File: src/rtl/riscv_pkg.sv
`default_nettype none
// ============================================================================
// Module      : riscv_pkg
// Description : Shared widths and index types for the RV32I out-of-order core.
//               XLEN          - architectural data width
//               REG_IDX_WIDTH - width of an architectural register index
//               ROB_WIDTH     - width of a Reorder Buffer index
// Revision    : 1.0 - initial release
// ============================================================================
package riscv_pkg;

    localparam int XLEN          = 32;
    localparam int REG_IDX_WIDTH = 5;
    localparam int NUM_REGS      = 1 << REG_IDX_WIDTH;
    localparam int ROB_WIDTH     = 4;

    typedef logic [REG_IDX_WIDTH-1:0] reg_idx_t;
    typedef logic [ROB_WIDTH-1:0]     rob_idx_t;

endpackage : riscv_pkg
`default_nettype wire

File: src/rtl/reg_file_read_port.sv
`default_nettype none
// ============================================================================
// Module      : reg_file_read_port
// Description : One source-operand read port of the register file. Selects
//               value/busy/tag by index, forces x0 to zero / not busy, and
//               (when REG_FILE_BYPASS_EN is defined) forwards a same-cycle
//               commit that retires the register's current producer.
// Ports       : rsIndex              - source register index
//               regValue/Busy/Tag    - registered file state
//               commitValid/Dest/
//               Value/RobId          - same-cycle commit (bypass only)
//               rsBusy/rsDep/rsValue - operand result
// Config      : REG_FILE_BYPASS_EN   - enables same-cycle commit bypass
// Revision    : 1.0 - initial release
// ============================================================================
module reg_file_read_port
    import riscv_pkg::*;
#(
    parameter int TAG_WIDTH = 4
) (
    input  reg_idx_t                            rsIndex,
    input  logic [NUM_REGS-1:0][XLEN-1:0]       regValue,
    input  logic [NUM_REGS-1:0]                 regBusy,
    input  logic [NUM_REGS-1:0][TAG_WIDTH-1:0]  regTag,
    input  logic                                commitValid,
    input  reg_idx_t                            commitDest,
    input  logic [XLEN-1:0]                     commitValue,
    input  logic [TAG_WIDTH-1:0]                commitRobId,
    output logic                                rsBusy,
    output logic [TAG_WIDTH-1:0]                rsDep,
    output logic [XLEN-1:0]                     rsValue
);

    logic                 w_isZero;
    logic                 w_busy;
    logic [TAG_WIDTH-1:0] w_tag;
    logic [XLEN-1:0]      w_value;
    logic                 w_bypass;

    assign w_isZero = (rsIndex == '0);
    assign w_busy   = regBusy[rsIndex];
    assign w_tag    = regTag[rsIndex];
    assign w_value  = regValue[rsIndex];

`ifdef REG_FILE_BYPASS_EN
    // Forward only when the commit retires the producer this port is waiting
    // on; a commit from an older, overwritten producer leaves the register
    // busy, so it must not be presented as ready.
    assign w_bypass = commitValid && (commitDest == rsIndex) && !w_isZero
                      && w_busy && (w_tag == commitRobId);
`else
    logic w_unusedCommit;
    assign w_unusedCommit = ^{commitValid, commitDest, commitValue, commitRobId};
    assign w_bypass       = 1'b0;
`endif

    always_comb begin
        rsBusy  = w_busy;
        rsDep   = w_tag;
        rsValue = w_value;
        if (w_isZero) begin
            rsBusy  = 1'b0;
            rsDep   = '0;
            rsValue = '0;
        end else if (w_bypass) begin
            rsBusy  = 1'b0;
            rsValue = commitValue;
        end
    end

endmodule : reg_file_read_port
`default_nettype wire

File: src/rtl/register_file.sv
`default_nettype none
// ============================================================================
// Module      : register_file
// Description : Architectural register file x0-x31 with per-register busy bit
//               and ROB rename tag. Rename claims a destination at issue,
//               commit retires a value, clear flushes all busy bits.
// Ports       : clockIn/resetIn             - clock, async active-high reset
//               clear                       - misprediction flush
//               renameValid/Dest/RobId      - destination claim
//               commitValid/Dest/Value/RobId- retirement write
//               rs1*/rs2*                   - two combinational read ports
// Config      : REG_FILE_BYPASS_EN - read ports forward same-cycle commits
// Revision    : 1.0 - initial release
// ============================================================================
module register_file
    import riscv_pkg::XLEN, riscv_pkg::NUM_REGS, riscv_pkg::reg_idx_t;
#(
    parameter int ROB_WIDTH = 4
) (
    input  logic                 clockIn,
    input  logic                 resetIn,
    input  logic                 clear,
    input  logic                 renameValid,
    input  reg_idx_t             renameDest,
    input  logic [ROB_WIDTH-1:0] renameRobId,
    input  logic                 commitValid,
    input  reg_idx_t             commitDest,
    input  logic [XLEN-1:0]      commitValue,
    input  logic [ROB_WIDTH-1:0] commitRobId,
    input  reg_idx_t             rs1Index,
    output logic                 rs1Busy,
    output logic [ROB_WIDTH-1:0] rs1Dep,
    output logic [XLEN-1:0]      rs1Value,
    input  reg_idx_t             rs2Index,
    output logic                 rs2Busy,
    output logic [ROB_WIDTH-1:0] rs2Dep,
    output logic [XLEN-1:0]      rs2Value
);

    logic [NUM_REGS-1:0][XLEN-1:0]      r_value;
    logic [NUM_REGS-1:0]                r_busy;
    logic [NUM_REGS-1:0][ROB_WIDTH-1:0] r_tag;

    // Entry 0 is never written after reset, so x0 state stays zero; the read
    // ports force it regardless.
    always_ff @(posedge clockIn or posedge resetIn) begin
        if (resetIn) begin
            r_value <= '0;
            r_busy  <= '0;
            r_tag   <= '0;
        end else begin
            for (int i = 1; i < NUM_REGS; i++) begin
                // Retired values are architectural, so they land even on a
                // clear cycle and even when a younger rename owns the register.
                if (commitValid && (commitDest == reg_idx_t'(i))) begin
                    r_value[i] <= commitValue;
                end
                // Priority: clear > rename > matching commit. A rename in the
                // same cycle as the commit belongs to a younger instruction.
                if (clear) begin
                    r_busy[i] <= 1'b0;
                end else if (renameValid && (renameDest == reg_idx_t'(i))) begin
                    r_busy[i] <= 1'b1;
                    r_tag[i]  <= renameRobId;
                end else if (commitValid && (commitDest == reg_idx_t'(i))
                             && (r_tag[i] == commitRobId)) begin
                    r_busy[i] <= 1'b0;
                end
            end
        end
    end

    reg_file_read_port #(
        .TAG_WIDTH (ROB_WIDTH)
    ) u_rs1Port (
        .rsIndex     (rs1Index),
        .regValue    (r_value),
        .regBusy     (r_busy),
        .regTag      (r_tag),
        .commitValid (commitValid),
        .commitDest  (commitDest),
        .commitValue (commitValue),
        .commitRobId (commitRobId),
        .rsBusy      (rs1Busy),
        .rsDep       (rs1Dep),
        .rsValue     (rs1Value)
    );

    reg_file_read_port #(
        .TAG_WIDTH (ROB_WIDTH)
    ) u_rs2Port (
        .rsIndex     (rs2Index),
        .regValue    (r_value),
        .regBusy     (r_busy),
        .regTag      (r_tag),
        .commitValid (commitValid),
        .commitDest  (commitDest),
        .commitValue (commitValue),
        .commitRobId (commitRobId),
        .rsBusy      (rs2Busy),
        .rsDep       (rs2Dep),
        .rsValue     (rs2Value)
    );

endmodule : register_file
`default_nettype wire

File: config.mk
export PLATFORM = sky130hd
export DESIGN_NAME = register_file
export DESIGN_NICKNAME = d
export VERILOG_FILES = /design/src/rtl/riscv_pkg.sv /design/src/rtl/reg_file_read_port.sv /design/src/rtl/register_file.sv
export SDC_FILE = /design/constraint.sdc
export NUM_CORES = 2
export LEC_CHECK = 0
export CAP_MARGIN = 10
export CORE_ASPECT_RATIO = 1.5
export CORE_MARGIN = 4
export CORE_UTILIZATION = 35
export DETAILED_ROUTE_END_ITERATION = 8
export HOLD_SLACK_MARGIN = 0.03
export PLACE_DENSITY = 0.6
export SKIP_LAST_GASP = 1
export SLEW_MARGIN = 40
export SYNTH_ARGS = -nofsm -noshare
export SYNTH_HDL_FRONTEND = slang
export SYNTH_SLANG_ARGS = --single-unit
File: constraint.sdc
create_clock -name clockIn -period 96.9 [get_ports clockIn]
set_clock_uncertainty 0.15 [all_clocks]
set_input_delay 19.38 -clock clockIn [delete_from_list [all_inputs] [get_ports clockIn]]
set_output_delay 19.38 -clock clockIn [all_outputs]
set_load 0.05 [all_outputs]
# [Yosys cells after proc, flatten, opt, wreduce, memory -nomap -nowiden]
# Cells that the tools add are included.
[totals] reg_bits=1147 latchBits=0 mem_bits_rw=0 romBits=0 inputBits=65 out_inout_bits=74 n_memories=0
[classes] add_sub_neg=0 multipliers=0 div_mod_pow=0 magnitude_cmp=2 eq_ne=93 shift=0 mux=111 bitwise=1 reduce_logical=157
[ops] op="$bmux W32 S5" n=2
[ops] op="$eq A5 B5 Y1 const B" n=32
[ops] op="$mux W32" n=4
[ops] op="$eq A4 B4 Y1" n=31
[ops] op="$mux W1" n=97
[ops] op="$logic_and A1 B1 Y1" n=93
[ops] op="$reduce_bool A3 Y1" n=31
[ops] op="$eq A5 B4 Y1 const B" n=16
[ops] op="$reduce_and A2 Y1" n=31
[ops] op="$bmux W4 S5" n=2
[ops] op="$eq A5 B3 Y1 const B" n=8
[ops] op="$eq A5 B2 Y1 const B" n=4
[ops] op="$mux W4" n=4
[ops] op="$lt A5 B6 Y1 const B" n=2
[ops] op="$bmux W1 S5" n=2
[ops] op="$eq A5 B1 Y1 const B" n=2
[ops] op="$logic_not A5 Y1" n=2
[ops] op="$not A1 Y1" n=1

# [Logic depth before layout (Yosys ltp)]
[depth] word_depth=6 ltp_mapped=9

# [Cells and area by module]
# A second synthesis with hierarchy kept.
[unflattened] hier_cells=4411 hier_area_um2=64919.8
[modules_own_cells] mod="register_file" n_inst=1 cells_per_inst=2881 area_each_um2=45170.8 seq_area_each_um2=28702.5
[modules_own_cells] mod="reg_file_read_port" n_inst=2 cells_per_inst=765 area_each_um2=9874.5 seq_area_each_um2=0.0

# [Worst setup path before layout]
# Ideal clock, no wire load.
[synth_path] kind="input port to output port" start="input rs1Index[0]" end="output rs1Value[10]" arrival_ns=21.708 required_time_ns=77.370 path_slack_ns=55.662 path_stages=9 path_buffers=5 path_cell_list="buf_2 -> buf_2 -> buf_2 -> buf_4 -> buf_2 -> nor2_1 -> a21oi_1 -> a31oi_1 -> o21ai_0"
[synth_via] elab_chain_cells=3
[synth_lines] element="from (decl)" line_no="register_file.sv:30" source="input reg_idx_t rs1Index,"
[synth_lines] element="$bmux W32 S5" line_no="reg_file_read_port.sv:43" source="assign w_value = regValue[rsIndex];"
[synth_lines] element="$mux W32 (implied by the code)" line_no="reg_file_read_port.sv:43"
[synth_lines] element="$mux W32 (*)" line_no="reg_file_read_port.sv:61" source="if (w_isZero) begin"
[synth_lines] element="to (decl)" line_no="register_file.sv:33" source="output logic [XLEN-1:0] rs1Value,"
# Every way passes the cells marked *; elsewhere a longest branch is shown, timed or not. The select of a mux whose other input is x is not followed.

# [Worst setup path in the final report]
[layout_path] start="input rs2Index[0]" end="output rs2Value[11]"
[layout_via] elab_chain_cells=3
[layout_lines] element="from (decl)" line_no="register_file.sv:34" source="input reg_idx_t rs2Index,"
[layout_lines] element="$bmux W32 S5" line_no="reg_file_read_port.sv:43"
[layout_lines] element="$mux W32 (implied by the code)" line_no="reg_file_read_port.sv:43"
[layout_lines] element="$mux W32 (*)" line_no="reg_file_read_port.sv:61"
[layout_lines] element="to (decl)" line_no="register_file.sv:37" source="output logic [XLEN-1:0] rs2Value"
# Marks and branches as above.

==> load_flow_metrics.sql <==
INSERT INTO impl_metrics (metric_group, metric, value, unit) VALUES
('status', 'outcome', 'complete, no violations', ''),
('yosys', 'postSynthAreaPerCell', '13.93', 'um2'),
('setup_path', 'required', '77.37', 'ns'),
('power', 'powerDensity', '19.87', 'nW/um2'),
('clock_tree', 'clkLatencyLatePin', '0.74', 'ns'),
('sta', 'layout_worst_path_cycle_share', '44.52', '%'),
('sta', 'slew_headroom', '38.84', '%'),
('finish', 'area_growth_syn_to_layout', '12.05', '%'),
('finish', 'num-nets-final', '4492', ''),
('yosys', 'synthMuxAreaShare', '41.73', '%'),
('sta', 'setup-violations-final', '0', ''),
('power', 'combPwrFrac', '22.6', '%'),
('setup_path', 'slack_of_the_worst_reg_to_reg_path', '95.13', 'ns'),
('power', 'leakage', '30.10', 'nW'),
('worst_hold_path', 'min_delay_path_depth', '1', ''),
('clock_tree', 'root_buffer', 'clkbuf_16', ''),
('yosys', 'yosysSeqAreaShare', '45.39', '%'),
('placement', 'placedInstanceArea', '67020', 'um2'),
('yosys', 'yosys_register_bits', '1147', ''),
('route', 'avg_wl_per_cell', '30.23', 'um'),
('worst_hold_path', 'min-delay-path-class', 'reg2reg', ''),
('floorplan', 'io_pins', '139', ''),
('yosys', 'synth_compound_area_share', '4.371', '%'),
('yosys', 'postSynth.asyncResetShare', '100.0', '%'),
('worst_hold_path', 'holdPathEnd', 'r_value[462]', ''),
('yosys', 'synth_largest_area_cell', 'dfrtp_1', ''),
('clock_tree', 'post_cts_resize_count', '0', ''),
('placement', 'gp_congestion', '0.8377', ''),
('route', 'postRouteWirelength', '209.1', 'mm'),
('run', 'maxCapViolations', '0', ''),
('yosys', 'synthTopCellsByArea', 'dfrtp_1 (45%), mux2_2 (21%), mux4_2 (17%), mux2i_1 (2.9%), clkbuf_1 (1.5%)', ''),
('yosys', 'synthesis.yosys.warnings', '37', ''),
('clock_tree', 'htreeDepth', '3', ''),
('sta', 'report.final.hold_viol_count', '0', ''),
('yosys', 'post_synth_fa_ha_maj_area_fraction', '0', '%'),
('route', 'viasPerCell', '6.025', ''),
('clock_tree', 'cts_tree', 'built', ''),
('power', 'clockPowerShare', '32.1', '%'),
('route', 'num_vias', '41680', ''),
('power', 'maximum_vdd_drop', '0.01463', 'mV'),
('grt', 'grt_pass1_wl', '310.3', 'mm'),
('finish', 'mostFrequentLayoutCells', 'mux2_2 (1,194), dfrtp_1 (1,147), mux4_2 (473), nand2_1 (225), mux2i_1 (185)', ''),
('placement', 'place.detailed.hpwl', '123.7', 'mm'),
('setup_path', 'critical_path_class', 'in2out', ''),
('finish', 'fin_cells', '6917', ''),
('grt', 'grt_util_all_layers', '22.11', '%'),
('finish', 'post_route_cells_drive_above_1_share', '46.56', '%'),
('clock_tree', 'cts.sinks', '1147', ''),
('sta', 'clock.fmax', '23.18', 'MHz'),
('sta', 'maxSlewViolCount', '0', ''),
('clock_tree', 'clock_tree.buffer_depth', '3', ''),
('yosys', 'postSynthCellCount', '4538', ''),
('worst_hold_path', 'timing.hold.worst.start', 'r_value[462]', ''),
('sta', 'post_route_setup_tns', '0', 'ns'),
('yosys', 'synth_top_cell_area_share', '45.39', '%'),
('clock_tree', 'clk_transition_reported_paths', '0.06', 'ns'),
('grt', 'grt-ovfl-total', '0', ''),
('setup_path', 'worst_setup_path_start_kind', 'input port', ''),
('yosys', 'yosys.area_share.xor_xnor', '1.718', '%'),
('finish', 'design_area', '70850', 'um2'),
('route', 'detailedRoute.firstIterationViolations', '3547', ''),
('clock_tree', 'tritoncts.num_buffers', '115', ''),
('setup_path', 'reg2reg_from', 'r_tag[104]', ''),
('floorplan', 'die_area', '187700', 'um2'),
('grt', 'largest_net_degree_at_the_start_of_global_routing', '130', ''),
('floorplan', 'die_y', '528.6', 'um'),
('clock_tree', 'ctsHoldBuffers', '0', ''),
('power', 'netSwitchingPower', '0.0004109', 'W'),
('yosys', 'mappedNetlistNets', '4603', ''),
('finish', 'finish.utilization', '39.53', '%'),
('setup_path', 'worst_r2r_endpoint', 'r_busy[26]', '');
==> cells by family after synthesis <==
| family | count (synthesis) |
|---|---|
| flip-flops | 1147 |
| multiplexers | 1881 |
| XOR/XNOR | 124 |
| AND/OR/NAND/NOR | 497 |
| buffers and inverters | 479 |
| AO/OA/AOI/OAI | 410 |
==> layer usage <==
layer  vias up  track usage (%)  routed length, um  share of wire (%)
li1      16990                -                  -                  -
met1     22780            28.98              85580                 41
met2      1521            37.02             102800                 49
met3       380            3.126              12320                5.9
met4         8            8.822               8363                4.0
met5         -                0                 54              0.026
==> flip-flops by register name (all words and copies together) (netlist names) <==
signal   cells
r_value    992
r_busy      31
r_tag      124
==> stage by stage <==
stage               setup slack, ns  hold WS (ns)
floorplan                     45.07        0.3405
global placement              53.47        0.3494
detailed placement            53.44        0.3580
CTS                           53.46        0.3721
global route                  53.48        0.3788
finish                        53.76        0.3722
==> critical path: stages <==
cell and delay, ns:
buf_8 0.26, buf_4 0.58, buf_4 0.70, buf_6 0.55
mux4_2 0.58, a22oi_1 0.15, nand3_1 0.11, nand2_1 0.10
o211ai_1 0.31, clkdlybuf4s50_1 0.82
==> power by group through the flow <==
| stage | Sequential, W | Clock (W) | Combinational, W |
|---|---|---|---|
| after floorplan | 0.000621 | 0 | 0.000250 |
| after global placement | 0.000639 | 0 | 0.000312 |
| after detailed placement | 0.000644 | 0 | 0.000318 |
| after CTS | 0.000636 | 0.000461 | 0.000320 |
| after global routing | 0.000648 | 0.000478 | 0.000342 |
| final | 0.000638 | 0.000452 | 0.000318 |
==> Yosys cell counts, types with 2 or more instances <==
cell and n:
mux2_2 1194, dfrtp_1 1147, mux4_2 473, clkbuf_1 248, nand2_1 237, mux2i_1 185
buf_2 154, a21oi_1 98, xor2_1 86, nor2_1 76, o21ai_0 68, buf_1 62
o211ai_1 57, nor2b_1 52, nor3_1 50, a31oi_1 40, a221oi_1 39, xnor2_1 38
a22oi_1 37, mux2_4 29, nand3_1 22, nor4_1 21, o221ai_1 20, a31o_2 14
nand2b_1 12, nand4_1 9, a221o_1 8, a32o_1 7, a311oi_1 6, buf_4 6
a2111oi_0 5, inv_1 5, a211oi_1 4, o22a_1 4, or4_1 4, buf_6 3
or3_1 3, a31o_1 2, and2_1 2, nand4b_1 2, nor3b_1 2
==> how the worst max path moves through the flow <==
stage / from / endpoint / slack, ns / depth (start not counted)
floorplan: resetIn / r_busy[10] / 45.07 / 1
global placement: rs2Index[0] / rs2Value[11] / 53.47 / 10
detailed placement: rs2Index[0] / rs2Value[11] / 53.44 / 10
CTS: rs2Index[0] / rs2Value[11] / 53.46 / 10
global route: rs2Index[0] / rs2Value[11] / 53.48 / 10
finish: rs2Index[0] / rs2Value[11] / 53.76 / 10
==> final cells by class <==
class	count	area, um2
well taps	2400	3003
repair buffers	245	2499
clock buffers	170	3428
inverters	6	37.54
clock inverters	30	297.8
flip-flops and latches	1147	28700
fillers	16800	108400
multi-input cells	2912	32860
diodes	7	17.52
(Power assumes the default switching activity.)
